===== src/rtl/dmem_arbiter.sv =====
// Two-requester (core / host) arbiter in front of a single-port DMEM; 2-cycle read latency.
// Define DMEM_ARB_ROUND_ROBIN_EN for round-robin arbitration instead of core priority with starvation guard.
module dmem_arbiter #(
   parameter int DMEM_ADDR_WIDTH = 12,
   parameter int DMEM_WORD_WIDTH = 16,
   parameter int HOST_MAX_WAIT   = 4
) (
   input  logic                       clock,
   input  logic                       reset,
   input  logic                       core_req_valid,
   output logic                       core_req_ready,
   input  logic                       core_req_we,
   input  logic [DMEM_ADDR_WIDTH-1:0] core_req_addr,
   input  logic [DMEM_WORD_WIDTH-1:0] core_req_wdata,
   output logic                       core_rsp_valid,
   output logic [DMEM_WORD_WIDTH-1:0] core_rsp_rdata,
   input  logic                       host_req_valid,
   output logic                       host_req_ready,
   input  logic                       host_req_we,
   input  logic [DMEM_ADDR_WIDTH-1:0] host_req_addr,
   input  logic [DMEM_WORD_WIDTH-1:0] host_req_wdata,
   output logic                       host_rsp_valid,
   output logic [DMEM_WORD_WIDTH-1:0] host_rsp_rdata,
   output logic                       mem_en,
   output logic                       mem_we,
   output logic [DMEM_ADDR_WIDTH-1:0] mem_addr,
   output logic [DMEM_WORD_WIDTH-1:0] mem_wdata,
   input  logic [DMEM_WORD_WIDTH-1:0] mem_rdata
);

   // Handshake: a request is accepted in the cycle where valid & ready are both high;
   // ready is combinational, never high without valid, and low while reset is asserted.

   logic w_host_pri;
   logic w_core_gnt;
   logic w_host_gnt;
   logic w_accept;

`ifdef DMEM_ARB_ROUND_ROBIN_EN
   logic r_rr_host;

   assign w_host_pri = r_rr_host;

   // Pointer only moves on contested cycles; it then favours the loser next time.
   always_ff @(posedge clock or negedge reset) begin
      if (!reset) begin
         r_rr_host <= 1'b0;
      end else if (core_req_valid && host_req_valid) begin
         r_rr_host <= w_core_gnt;
      end
   end
`else
   localparam int CNT_W = $clog2(HOST_MAX_WAIT + 1);
   localparam logic [CNT_W-1:0] CNT_MAX = CNT_W'(HOST_MAX_WAIT);

   logic [CNT_W-1:0] r_starve_cnt;

   assign w_host_pri = (r_starve_cnt == CNT_MAX);

   always_ff @(posedge clock or negedge reset) begin
      if (!reset) begin
         r_starve_cnt <= '0;
      end else if (!host_req_valid || w_host_gnt) begin
         r_starve_cnt <= '0;
      end else if (r_starve_cnt != CNT_MAX) begin
         r_starve_cnt <= r_starve_cnt + 1'b1;
      end
   end
`endif

   assign w_host_gnt = reset & host_req_valid & (~core_req_valid | w_host_pri);
   assign w_core_gnt = reset & core_req_valid & ~(host_req_valid & w_host_pri);
   assign w_accept   = w_core_gnt | w_host_gnt;

   assign core_req_ready = w_core_gnt;
   assign host_req_ready = w_host_gnt;

   // Command stage: registered DMEM command plus owner tag.
   logic r_mem_en;
   logic r_mem_we;
   logic [DMEM_ADDR_WIDTH-1:0] r_mem_addr;
   logic [DMEM_WORD_WIDTH-1:0] r_mem_wdata;
   logic r_c_host;

   always_ff @(posedge clock or negedge reset) begin
      if (!reset) begin
         r_mem_en    <= 1'b0;
         r_mem_we    <= 1'b0;
         r_mem_addr  <= '0;
         r_mem_wdata <= '0;
         r_c_host    <= 1'b0;
      end else begin
         r_mem_en <= w_accept;
         r_mem_we <= w_host_gnt ? host_req_we : (w_core_gnt & core_req_we);
         r_c_host <= w_host_gnt;
         if (w_accept) begin
            r_mem_addr  <= w_host_gnt ? host_req_addr  : core_req_addr;
            r_mem_wdata <= w_host_gnt ? host_req_wdata : core_req_wdata;
         end
      end
   end

   assign mem_en    = r_mem_en;
   assign mem_we    = r_mem_we;
   assign mem_addr  = r_mem_addr;
   assign mem_wdata = r_mem_wdata;

   // Response stage: valid is registered from the read tag; data passes straight from DMEM
   // while valid and is held afterwards so each owner's rdata keeps its last value.
   logic r_core_rsp_valid;
   logic r_host_rsp_valid;
   logic [DMEM_WORD_WIDTH-1:0] r_core_rdata;
   logic [DMEM_WORD_WIDTH-1:0] r_host_rdata;

   always_ff @(posedge clock or negedge reset) begin
      if (!reset) begin
         r_core_rsp_valid <= 1'b0;
         r_host_rsp_valid <= 1'b0;
         r_core_rdata     <= '0;
         r_host_rdata     <= '0;
      end else begin
         r_core_rsp_valid <= r_mem_en & ~r_mem_we & ~r_c_host;
         r_host_rsp_valid <= r_mem_en & ~r_mem_we & r_c_host;
         if (r_core_rsp_valid) begin
            r_core_rdata <= mem_rdata;
         end
         if (r_host_rsp_valid) begin
            r_host_rdata <= mem_rdata;
         end
      end
   end

   assign core_rsp_valid = r_core_rsp_valid;
   assign host_rsp_valid = r_host_rsp_valid;
   assign core_rsp_rdata = r_core_rsp_valid ? mem_rdata : r_core_rdata;
   assign host_rsp_rdata = r_host_rsp_valid ? mem_rdata : r_host_rdata;

endmodule

===== config.mk =====
export PLATFORM = sky130hd
export DESIGN_NAME = dmem_arbiter
export DESIGN_NICKNAME = d
export VERILOG_FILES = /design/src/rtl/dmem_arbiter.sv
export SDC_FILE = /design/constraint.sdc
export NUM_CORES = 1
export LEC_CHECK = 0
export ABC_AREA = 1
export BUFFER_PORTS_ARGS = -buffer_cell sky130_fd_sc_hd__buf_2
export CAP_MARGIN = 10
export CORE_MARGIN = 5
export CORE_UTILIZATION = 47
export CTS_CLUSTER_DIAMETER = 120
export CTS_CLUSTER_SIZE = 8
export DETAILED_ROUTE_END_ITERATION = 10
export PLACE_DENSITY = 0.91
export SLEW_MARGIN = 10
export SYNTH_ARGS = -nofsm -noshare
export SYNTH_HDL_FRONTEND = slang
export SYNTH_SLANG_ARGS = --single-unit

===== constraint.sdc =====
create_clock -name clock -period 1.7 [get_ports clock]
set_clock_uncertainty 0.05 [all_clocks]
set_input_delay 0.17 -clock clock [delete_from_list [all_inputs] [get_ports clock]]
set_output_delay 0.17 -clock clock [all_outputs]
set_load 0.005 [all_outputs]

==> impl_table.tex <==
\begin{tabular}{lr}
\hline
Metric & Value \\
\hline
\multicolumn{2}{l}{\textbf{Global route}} \\
\quad First-pass GRT wire length & approximately 14000 µm \\
\quad GRT Total Usage & 0.2036 \\
\quad Number of antenna violations at the first check in global routing & 0 \\
\quad Remaining global-route overflow & 0 \\
\quad Pin count of the biggest net entering global routing & 35 \\
\quad Via count of the first global-routing pass & around 2900 \\
\multicolumn{2}{l}{\textbf{Die}} \\
\quad Number of core rows & 29 \\
\quad Chip Width & between 90 and 100 µm \\
\quad I/O Pins & between 100 and 150 \\
\quad Initial core utilization & 0.4839 \\
\quad DIE AREA & about 8300 µm² \\
\quad Floorplan Core Area & approximately 6400 µm² \\
\quad Die height & 91.09 µm \\
\multicolumn{2}{l}{\textbf{CTS}} \\
\quad Worst skew pair latency & between 0.3 and 0.4 ns \\
\quad CTS HTree Levels & 3 \\
\quad Cell chosen for the clock root & clkbuf\_8 \\
\quad Number of buffers added by the clock tree synthesis step & 9 \\
\quad Bufs on Longest Clock Path & 2 \\
\quad Clock tree from TritonCTS & yes \\
\quad Number of sinks on the clock net & between 60 and 70 \\
\quad Clk slew on worst S/H paths & 0.07 ns \\
\multicolumn{2}{l}{\textbf{Routing}} \\
\quad Count of vias placed by the detailed router & between 2000 and 3000 \\
\quad Vias per cell & just over 5 \\
\quad Remaining design rule violation count & 0 \\
\quad Number of optimization iterations in the first detailed-route pass & 5 \\
\quad Total Routed Length & 8559 µm \\
\quad Antenna-violating nets left & 0 \\
\quad WL per Instance & around 16 µm \\
\quad DR iter-0 viols & around 100 \\
\multicolumn{2}{l}{\textbf{Worst hold path}} \\
\quad Worst Min Path Start & core\_req\_wdata[0] \\
\quad Class of the tightest hold or removal check & in2reg \\
\multicolumn{2}{l}{\textbf{Setup path}} \\
\quad Delay of the slowest critical-path stage & 0.38 ns \\
\quad Critical path, cell by cell & inv\_1, ha\_4, buf\_4, nand3\_2, nand2\_2, inv\_1, buf\_2 \\
\quad Worst path buffer plus inverter count & 4 \\
\quad R2R Path Start & r\_starve\_cnt[1] \\
\quad Slowest cell on the critical path & dfrtp\_1 \\
\quad Gate family responsible for the most delay along the worst path & flip-flops \\
\quad Critical path startpoint category & flop \\
\quad Required time at the worst-slack endpoint & between 1 and 1.5 ns \\
\quad Worst Path Arrival & 1.42 ns \\
\quad Peak fanout along the critical path & 3 \\
\quad Most used cell, CP & inv\_1 \\
\quad Critical path capture point type & primary output \\
\quad Type of the setup path with the least slack & reg2out \\
\quad Crit path launch & r\_starve\_cnt[1] \\
\multicolumn{2}{l}{\textbf{Placement}} \\
\quad Port buffer count & around 140 \\
\quad Routability congestion estimate & just under 0.8 \\
\quad Worst slack at placement & approximately 0.16 ns \\
\quad Detailed placement HPWL & 6158 µm \\
\quad Number of placed instances with taps included & 504 \\
\multicolumn{2}{l}{\textbf{Timing}} \\
\quad Unrepaired setup endpoints after global routing & no \\
\quad Headroom to the max-slew limit & 0.7127 \\
\quad Post-route setup slack & between 0.05 and 0.06 ns \\
\quad \# setup viols final & 0 \\
\quad Number of max-slew violations in the final report & 0 \\
\quad Final Critical Period & 1.643 ns \\
\quad Final worst path period share & 0.9662 \\
\quad Transition time at the pin with the least slew margin & 0.4309 ns \\
\quad Peak clock frequency supported by timing & 608.8 MHz \\
\quad Fin Setup TNS & 0 ns \\
\quad Hold violation count in the final report & 0 \\
\multicolumn{2}{l}{\textbf{Flow run}} \\
\quad Maxcap violations & 0 \\
\multicolumn{2}{l}{\textbf{Finish}} \\
\quad Layout Utilization & 0.6567 \\
\quad Area growth, synth to finish & 35.71\% \\
\quad Nets & 526 \\
\quad Fraction of layout cells with a size suffix above 1 & 0.4800 \\
\quad Antenna cells & 0 \\
\quad Final cell count without fillers & roughly 530 \\
\multicolumn{2}{l}{\textbf{Outcome}} \\
\quad Status & finished, final reports clean \\
\multicolumn{2}{l}{\textbf{Logic synthesis}} \\
\quad Netlist cell types & 20 \\
\quad Top cell type by total area after synthesis & dfrtp\_1 \\
\quad Share of the yosys chip area belonging to registers & 0.5506 \\
\quad Number of register bits inferred by synthesis & between 60 and 70 \\
\quad Net count after synthesis & $\sim$370 \\
\quad Synth top area share & 0.5506 \\
\quad Biggest area contributors in the synthesized netlist & dfrtp\_1 55\%, nand3b\_1 14\%, mux2\_2 12\% \\
\quad Post-Synthesis Cell Area & approximately 3100 µm² \\
\quad Synth Warn \# & 0 \\
\quad Mean Syn Cell Area & about 11 µm² \\
\quad Post-synthesis cell count & 288 \\
\multicolumn{2}{l}{\textbf{Pwr}} \\
\quad Worst vdd ir & around 0.00067 V \\
\quad P per Cell Area & about 1100 nW/µm² \\
\quad Total design power & $\sim$0.0045 W \\
\quad LEAKAGE & 2.137 nW \\
\hline
\end{tabular}
## final timing paths
path	to	slack, ns	depth (start not counted)
min in group asynchronous	mem_wdata[9]	0.48	3
hold reg to reg	core_rsp_valid	0.40	1
setup / recovery	core_req_ready	0.06	7
setup reg to reg	mem_wdata[13]	0.25	8
hold / removal	mem_wdata[0]	0.02	3
max in group asynchronous	r_host_rdata[2]	0.36	4
## registers in the layout, summed over array words and instances (netlist names)
name,flops
mem_addr,12
mem_we,1
r_core_rdata,16
r_host_rdata,16
mem_wdata,16
r_starve_cnt,3
mem_en,1
core_rsp_valid,1
host_rsp_valid,1
r_c_host,1
## cells in the mapped netlist
cell / count
dfrtp_1: 68
nor2_1: 57
nand3b_1: 56
nand2_1: 39
mux2_2: 32
buf_2: 7
buf_6: 5
inv_1: 5
buf_4: 3
nand2_2: 3
ha_1: 2
inv_2: 2
nand4_1: 2
a21oi_1: 1
clkbuf_1: 1
nand2_4: 1
nand3_2: 1
nor3_1: 1
nor3b_1: 1
xnor2_1: 1
## metal layers
layer | GRT usage | share of wire
met1 | 0.2678 | 0.41
met2 | 0.3227 | 0.48
met3 | 0.05372 | 0.089
met4 | 0.07824 | 0.018
met5 | 0 | 0
## where the power goes
| part | internal (W) | switching, W | total [W] |
|---|---|---|---|
| combinational | 0.000575 | 0.000522 | 0.00110 |
| clock | 0.000792 | 0.000558 | 0.00135 |
| sequential | 0.00191 | 0.000106 | 0.00202 |
## per-stage QoR
step	instance area, µm²	hold slack (ns)
after global routing	4194	0.02197
after detailed placement	3875	0.009054
after global placement	3875	0.006989
final	4194	0.02099
after floorplan	3090	-0.1756
after CTS	4167	0.01166
## cell usage in the layout (no fill, tap or decap), types with 2 or more instances in the layout
master,Yosys,layout
buf_2,7,143
dfrtp_1,68,68
nor2_1,57,57
nand3b_1,56,56
nand2_1,39,37
mux2_2,32,32
buf_4,3,14
clkbuf_8,0,12
dlygate4sd3_1,0,4
inv_2,2,3
inv_1,5,3
nand2_2,3,3
nand2_4,1,2
nand4_1,2,2
clkbuf_1,1,2
buf_6,5,2
## worst min-delay path, cell delays in order
cell and delay [ns]:
buf_2 0.07, nor2_1 0.04, nor2_1 0.08
## timing repair
action                                  CTS  global route
endpoints found under the hold margin     9             0
setup buffers                             4             0
endpoints found under the setup margin    1            11
gates resized for setup                   5             7
pin swaps                                 3             0
hold buffers                              4             0
## area by class of cell
| class | instances | area [µm²] |
|---|---|---|
| Multi-Input combinational cell | 197 | 1281 |
| Clock buffer | 14 | 172.7 |
| Tap cell | 77 | 96.34 |
| Inverter | 7 | 28.78 |
| Timing Repair Buffer | 163 | 883.3 |
| Clock inverter | 1 | 30.03 |
| Sequential cell | 68 | 1702 |
| Fill cell | 503 | 2192 |
## cell families (layout without fill, tap and decap cells)
logic type      Yosys count  count (layout)  synth area share
compound gates            1               1          0.001618
buf+inv                  23             185           0.04656
xor+xnor                  1               1          0.002835
simple gates            161             161            0.2737
fa+ha+maj                 2               2          0.008096
flops                    68              68            0.5506
mux                      32              32            0.1166
Power figures use the tool's default switching activity.
